## config.mk

```make
export PLATFORM = sky130hd
export DESIGN_NAME = spi_receiver
export DESIGN_NICKNAME = d
export VERILOG_FILES = /design/src/rtl/spi_receiver_pkg.sv /design/src/rtl/spi_baudgen.sv /design/src/rtl/spi_receiver.sv
export SDC_FILE = /design/constraint.sdc
export NUM_CORES = 1
export LEC_CHECK = 0
export BUFFER_PORTS_ARGS = -buffer_cell sky130_fd_sc_hd__buf_2
export CORE_UTILIZATION = 51
export CTS_CLUSTER_DIAMETER = 60
export DETAILED_ROUTE_END_ITERATION = 12
export HOLD_SLACK_MARGIN = 0.15
export PLACE_DENSITY = 0.82
export SLEW_MARGIN = 20
export SYNTH_ARGS = -nofsm -noshare
export SYNTH_HDL_FRONTEND = slang
export SYNTH_SLANG_ARGS = --single-unit
```

## constraint.sdc

```tcl
create_clock -name clk -period 3.2 [get_ports clk]
set_input_delay 0.96 -clock clk [delete_from_list [all_inputs] [get_ports clk]]
set_output_delay 0.96 -clock clk [all_outputs]
set_load 0.05 [all_outputs]
```

## src/rtl/spi_receiver_pkg.sv

```systemverilog
// -----------------------------------------------------------------------------
// spi_receiver_pkg : shared line-coding encodings, states and helpers  (rev 1.0)
// -----------------------------------------------------------------------------
`default_nettype none

package spi_receiver_pkg;

   localparam logic [1:0] DB_5 = 2'b00;
   localparam logic [1:0] DB_6 = 2'b01;
   localparam logic [1:0] DB_7 = 2'b10;
   localparam logic [1:0] DB_8 = 2'b11;

   localparam logic [1:0] PAR_EVEN = 2'b00;
   localparam logic [1:0] PAR_ODD  = 2'b01;
   localparam logic [1:0] PAR_ZERO = 2'b10;
   localparam logic [1:0] PAR_ONE  = 2'b11;

   localparam logic [2:0] ST_IDLE   = 3'd0;
   localparam logic [2:0] ST_START  = 3'd1;
   localparam logic [2:0] ST_DATA   = 3'd2;
   localparam logic [2:0] ST_PARITY = 3'd3;
   localparam logic [2:0] ST_STOP1  = 3'd4;
   localparam logic [2:0] ST_STOP2  = 3'd5;

   localparam int unsigned OVERSAMPLE = 16;
   localparam logic [3:0]  MID_TICK   = 4'(OVERSAMPLE / 2 - 1);
   localparam logic [3:0]  LAST_TICK  = 4'(OVERSAMPLE - 1);

   function automatic logic [3:0] data_width(input logic [1:0] db);
      case (db)
         DB_5:    return 4'd5;
         DB_6:    return 4'd6;
         DB_7:    return 4'd7;
         DB_8:    return 4'd8;
         default: return 4'd8;
      endcase
   endfunction

endpackage

`default_nettype wire

```

## src/rtl/spi_baudgen.sv

```systemverilog
// -----------------------------------------------------------------------------
// spi_baudgen : oversample prescaler, one-clock tick every clk_div+1 clocks  (rev 1.0)
// -----------------------------------------------------------------------------
`default_nettype none

module spi_baudgen (
   input  logic        clk,
   input  logic        rst,
   input  logic        en,
   input  logic [15:0] clk_div,
   output logic        tick
);

   logic [15:0] cnt_q;
   logic [15:0] cnt_d;

   // Held at the reload value while idle so the first tick is a full period away
   always_comb begin
      cnt_d = cnt_q;
      if (!en || (cnt_q == 16'd0)) begin
         cnt_d = clk_div;
      end else begin
         cnt_d = cnt_q - 16'd1;
      end
   end

   always_ff @(posedge clk) begin
      if (!rst) begin
         cnt_q <= 16'd0;
      end else begin
         cnt_q <= cnt_d;
      end
   end

   assign tick = en && (cnt_q == 16'd0);

endmodule

`default_nettype wire

```

## src/rtl/spi_receiver.sv

```systemverilog
// -----------------------------------------------------------------------------
// spi_receiver : start/data/parity/stop framed receiver with holding register  (rev 1.0)
// -----------------------------------------------------------------------------
`default_nettype none

module spi_receiver
   import spi_receiver_pkg::*;
#(
   parameter int SYNC_STAGES = 2
) (
   input  logic        clk,
   input  logic        rst,
   input  logic        enable,
   input  logic [15:0] clk_div,
   input  logic [1:0]  data_bits,
   input  logic        par_enable,
   input  logic [1:0]  par_type,
   input  logic        stop_bits,
   input  logic        spi_MISO,
   output logic [7:0]  rx_data,
   output logic        rx_valid,
   input  logic        rx_ready,
   output logic        par_err,
   output logic        frm_err,
   output logic        ovr_err,
   output logic        busy
);

   logic [SYNC_STAGES-1:0] sync_q;
   logic [2:0]             state_q, state_d;
   logic [3:0]             tcnt_q, bitcnt_q;
   logic [7:0]             shreg_q;
   logic                   par_pend_q, frm_pend_q;
   logic [7:0]             data_q, data_d;
   logic                   valid_q, valid_d, perr_q, perr_d, ferr_q, ferr_d, oerr_q, oerr_d;
   logic                   rxs, tick, sample, done, mid_start, par_exp;
   logic [3:0]             width;
   logic [7:0]             word;

   always_ff @(posedge clk) begin
      if (!rst) begin
         sync_q <= '1;
      end else begin
         sync_q <= {sync_q[SYNC_STAGES-2:0], spi_MISO};
      end
   end
   assign rxs = sync_q[SYNC_STAGES-1];

   spi_baudgen u_baudgen (
      .clk     (clk),
      .rst     (rst),
      .en      (busy),
      .clk_div (clk_div),
      .tick    (tick)
   );

   assign width = data_width(data_bits);
   // Bits were shifted in from the top, so realign to the LSB for short words
   assign word  = shreg_q >> (4'd8 - width);

   always_comb begin
      par_exp = 1'b0;
      case (par_type)
         PAR_EVEN: par_exp = ^word;
         PAR_ODD:  par_exp = ~(^word);
         PAR_ZERO: par_exp = 1'b0;
         PAR_ONE:  par_exp = 1'b1;
         default:  par_exp = 1'b0;
      endcase
   end

   always_ff @(posedge clk) begin
      if (!rst) begin
         state_q <= ST_IDLE;
      end else begin
         state_q <= state_d;
      end
   end

   always_comb begin
      state_d = state_q;
      if ((state_q != ST_IDLE) && !enable) begin
         state_d = ST_IDLE;
      end else begin
         case (state_q)
            ST_IDLE:   if (enable && !rxs) state_d = ST_START;
            ST_START:  if (mid_start) state_d = rxs ? ST_IDLE : ST_DATA;
            ST_DATA:   if (sample && (bitcnt_q == 4'd0)) state_d = par_enable ? ST_PARITY : ST_STOP1;
            ST_PARITY: if (sample) state_d = ST_STOP1;
            ST_STOP1:  if (sample) state_d = stop_bits ? ST_STOP2 : ST_IDLE;
            ST_STOP2:  if (sample) state_d = ST_IDLE;
            default:   state_d = ST_IDLE;
         endcase
      end
   end

   always_comb begin
      busy      = (state_q != ST_IDLE);
      mid_start = tick && (state_q == ST_START) && (tcnt_q == MID_TICK);
      sample    = tick && (tcnt_q == LAST_TICK) && busy && (state_q != ST_START);
      done      = sample && enable &&
                  (((state_q == ST_STOP1) && !stop_bits) || (state_q == ST_STOP2));
   end

   always_ff @(posedge clk) begin
      if (!rst) begin
         tcnt_q     <= 4'd0;
         bitcnt_q   <= 4'd0;
         shreg_q    <= 8'd0;
         par_pend_q <= 1'b0;
         frm_pend_q <= 1'b0;
      end else begin
         if (!busy || mid_start) begin
            tcnt_q <= 4'd0;
         end else if (tick) begin
            tcnt_q <= tcnt_q + 4'd1;
         end
         if (!busy) begin
            par_pend_q <= 1'b0;
            frm_pend_q <= 1'b0;
            bitcnt_q   <= width - 4'd1;
         end else if (sample) begin
            case (state_q)
               ST_DATA: begin
                  shreg_q  <= {rxs, shreg_q[7:1]};
                  bitcnt_q <= bitcnt_q - 4'd1;
               end
               ST_PARITY:          if (rxs != par_exp) par_pend_q <= 1'b1;
               ST_STOP1, ST_STOP2: if (!rxs) frm_pend_q <= 1'b1;
               default: ;
            endcase
         end
      end
   end

   always_comb begin
      data_d  = data_q;
      perr_d  = perr_q;
      ferr_d  = ferr_q;
      oerr_d  = oerr_q;
      valid_d = valid_q && !rx_ready;
      if (done) begin
         data_d  = word;
         perr_d  = par_pend_q;
         ferr_d  = frm_pend_q || !rxs;
         oerr_d  = valid_q && !rx_ready;
         valid_d = 1'b1;
      end
   end

   always_ff @(posedge clk) begin
      if (!rst) begin
         data_q  <= 8'd0;
         valid_q <= 1'b0;
         perr_q  <= 1'b0;
         ferr_q  <= 1'b0;
         oerr_q  <= 1'b0;
      end else begin
         data_q  <= data_d;
         valid_q <= valid_d;
         perr_q  <= perr_d;
         ferr_q  <= ferr_d;
         oerr_q  <= oerr_d;
      end
   end

   assign rx_data  = data_q;
   assign rx_valid = valid_q;
   assign par_err  = perr_q;
   assign frm_err  = ferr_q;
   assign ovr_err  = oerr_q;

endmodule

`default_nettype wire

```

==> results.md <==
* Status: completed
* Clock-pin slew on the worst setup and hold paths at 90 ps
* Antenna violations before repair at 0
* CTS hold repair buffers at 0
* Most frequent cells in the layout: 51 x dfxtp_1, 48 x nor2_1, 39 x buf_2
* Crit. End Element: flip-flop
* Synth area leaders: dfxtp_1 37%, nor2_1 6.6%, xnor2_1 5.7%, mux4_2 4.1%, mux2i_1 4.0%
* CTS Buf Count at 5
* DRC at 0
* Compound-Gate Fraction of Synth Area at 13.74%
* CTS tree: done
* Final worst path period share at 91.04%
* Post-synthesis mux area share at 8.857%
* CTS root buf: clkbuf_8
* F_max at 0.3433 GHz
* Die Width at 75.69 µm
* Total gr overflow at 0
* Slew Limit Fails at 0
* Clock Sink Count at 51
* Average size of a mapped cell at 8.365 µm²
* Worst setup path end: par_pend_q
* Simple-gate area share of the yosys netlist at 23.95%
* Crit-path cells: buf_2 -> inv_1 -> ha_1 -> mux4_2 -> xnor2_1 -> xnor2_1 -> mux2_2 -> xnor2_1 -> o21ai_0
* Critical path origin: data_bits[0]
* RR Endpoint: rx_data[5]
* Largest net degree at the start of global routing at 41
* Clk buf depth at 2
* Ys async rst share at 0%
* Worst path slowest cell: mux4_2
* Layout Nets at 397
* Largest family of logic cells by synthesized area: simple AND/OR/NAND/NOR gates
* Cell family with most CP delay: multiplexers
* Leak at 1.252 nW
* Sequential share of the synthesized area at 36.87%
* Area taken by multi-input logic gates at 0.001619 mm²
* Reg2Reg Depth at 9
* Top cell by count, worst path: xnor2_1
* EDFF count, synth at 0
* Post-CTS Setup Bufs at 0
* Setup Skew at 8.950 ps
* Syn_nets at 366
* Die area at 0.005728 mm²
* GR Util All Layers at 21.97%
* Worst EP required at 3390 ps
* Post-route cell area at 0.003079 mm²
* Tightest Hold Check Type: reg2reg
* Die height at 75.69 µm
* Final WL at 5.684 mm
* Final hold violations at 0
* Layout area overhead at 11.21%
* Worst vdd ir at 0.2068 mV
* Synth cell types at 47
* Worst path max stage delay at 570 ps
* Mapped Cells at 331
* DPL Wire Length at 4.158 mm
* Vias in the first global route at 2,178
* Max_slew headroom at 50.94%
* Max FO, Critical Path at 5
* Power Density at 380.3 mW/mm²
* Initial Utilization at 53.53%
* Post-synth top area cell: dfxtp_1
* Mapped cell area at 0.002769 mm²
* Post-Synth Adder-Cell Area at 3.615%
* Ys Warns at 0
* Commonest non-fill, non-tap cell in the layout: dfxtp_1
* DRT Pass-1 Iters at 4
* Share of layout cells above drive strength 1 at 17.63%
* Crit path launch type: input port
* Top cell type's share of synthesized area at 36.87%
* Max-cap violations at 0
* # rows at 26
* Placed inst area at 0.002998 mm²
* Most used DFF post-synth: dfxtp_1
* Register area at 0.001021 mm²
* # IOs at 40
* GP Congestion at 0.8601
* RR Startpoint: u_baudgen.cnt_q[0]
* CORE AREA at 0.005172 mm²
* RSZ-0062 raised after global routing: false
* Final setup viols at 0
* WS Path Type: in2reg
* Synth Area in XOR/XNOR at 8.224%
* Overall Power at 1.171 mW
* Via count at 2,415
* R2r setup slk at 410 ps
* Fill count at 475
* Crit path buffers/inverters at 2
* Worst Tran Pin Value at 733.2 ps
* Detailed-route wire length per cell at 13.13 µm
* Critical Path AT at 3110 ps
* Crit path depth at 9
* Min Tclk post-route at 2913 ps
* Post-route ant nets at 0
* Hold path depth at 1
* H-tree depth at 2
* Via/cell ratio at 5.577
* Number of diodes at 0
* Seq cells post-synth at 51
* DR iter-0 viols at 165
* Port Buffers at 39
* First-pass GRT wire length at 9.666 mm
* Clock Latency Late Sink at 300 ps
* CTS resizes at 0
[worst reg2reg max path: stages (launching register included)]
cell	delay [ps]
dfxtp_1	330
inv_1	100
ha_1	160
nor4b_1	290
and4_1	410
and3_1	450
nand4_1	490
nor3_1	350
a21oi_1	70
nor2_1	90
[flip-flops by register name, summed over array words and instances (netlist names)]
| name | cells |
|---|---|
| bitcnt_q | 4 |
| frm_err | 1 |
| frm_pend_q | 1 |
| ovr_err | 1 |
| par_err | 1 |
| par_pend_q | 1 |
| rx_data | 8 |
| rx_valid | 1 |
| shreg_q | 8 |
| state_q | 3 |
| sync_q | 2 |
| tcnt_q | 4 |
| u_baudgen.cnt_q | 16 |
[logic make-up (layout without fill, tap and decap cells)]
family,Yosys count,after routing
buffers and inverters,30,62
adder cells (fa/ha/maj),8,8
AO/OA/AOI/OAI,61,61
AND/OR/NAND/NOR,137,137
multiplexers,18,18
XOR/XNOR,26,26
flip-flops,51,51
[routing by layer]
metal / vias to the layer above / part of all wire, % / wire, µm / track usage (%)
met3: 6 / 5.4 / 307 / 4.497
met2: 82 / 48 / 2743 / 37.30
met1: 1113 / 46 / 2592 / 28.61
li1: 1214 / - / - / -
met5: - / 0 / 0 / 0
met4: 0 / 0.70 / 40 / 5.556
[through the flow]
step           hold slack (ps)  std cells  setup slack, ps  util (%)  setup TNS (ps)
2_1_floorplan            386.3        331            120.1         -               0
3_3_place_gp             396.9        425            78.18     57.96               0
4_1_cts                  416.9        433            288.5     59.53               0
3_5_place_dp             395.3        425           -40.13     57.96          -40.13
5_1_grt                  472.4        433            103.4     59.53               0
6_report                 415.9        433            286.7     59.53               0
[worst min-delay path by stage]
stage                   start   endpoint  slack, ps
finish              sync_q[0]  sync_q[1]        420
global route        sync_q[0]  sync_q[1]        470
CTS                 sync_q[0]  sync_q[1]        420
detailed placement  sync_q[0]  sync_q[1]        400
global placement    sync_q[0]  sync_q[1]        400
floorplan           sync_q[0]  sync_q[1]        390
[where the power goes]
group	leakage, nW	internal (mW)	switching, mW	total, mW
logic	0.793	0.0661	0.0819	0.148
clock network	0.0422	0.154	0.199	0.353
registers	0.417	0.653	0.0172	0.670
[layout make-up]
type,instances,area share (%)
tap,70,2.844
clock inverter,1,0.1625
sequential,51,33.16
multi-input combinational,250,52.58
clock buffer,7,2.479
timing repair buffer,44,7.558
inverter,10,1.219
[cell usage after synthesis, drive strengths merged, types with 2 or more instances]
library cell and number:
a21oi 21, mux2 2, nand2b 3, xnor2 18, nor3 10, and3 2
o21ai 12, nand3 12, mux2i 11, nor2b 5, xor2 8, o21a 2
or3 2, nor2 51, buf 6, inv 10, dfxtp 51, and2 3
nand2 29, ha 8, clkbuf 14, mux4 5, nand4 7, nor4 6
a211oi 15, o31ai 2, a31oi 3
Note: power is estimated with default switching activity, not from simulation.
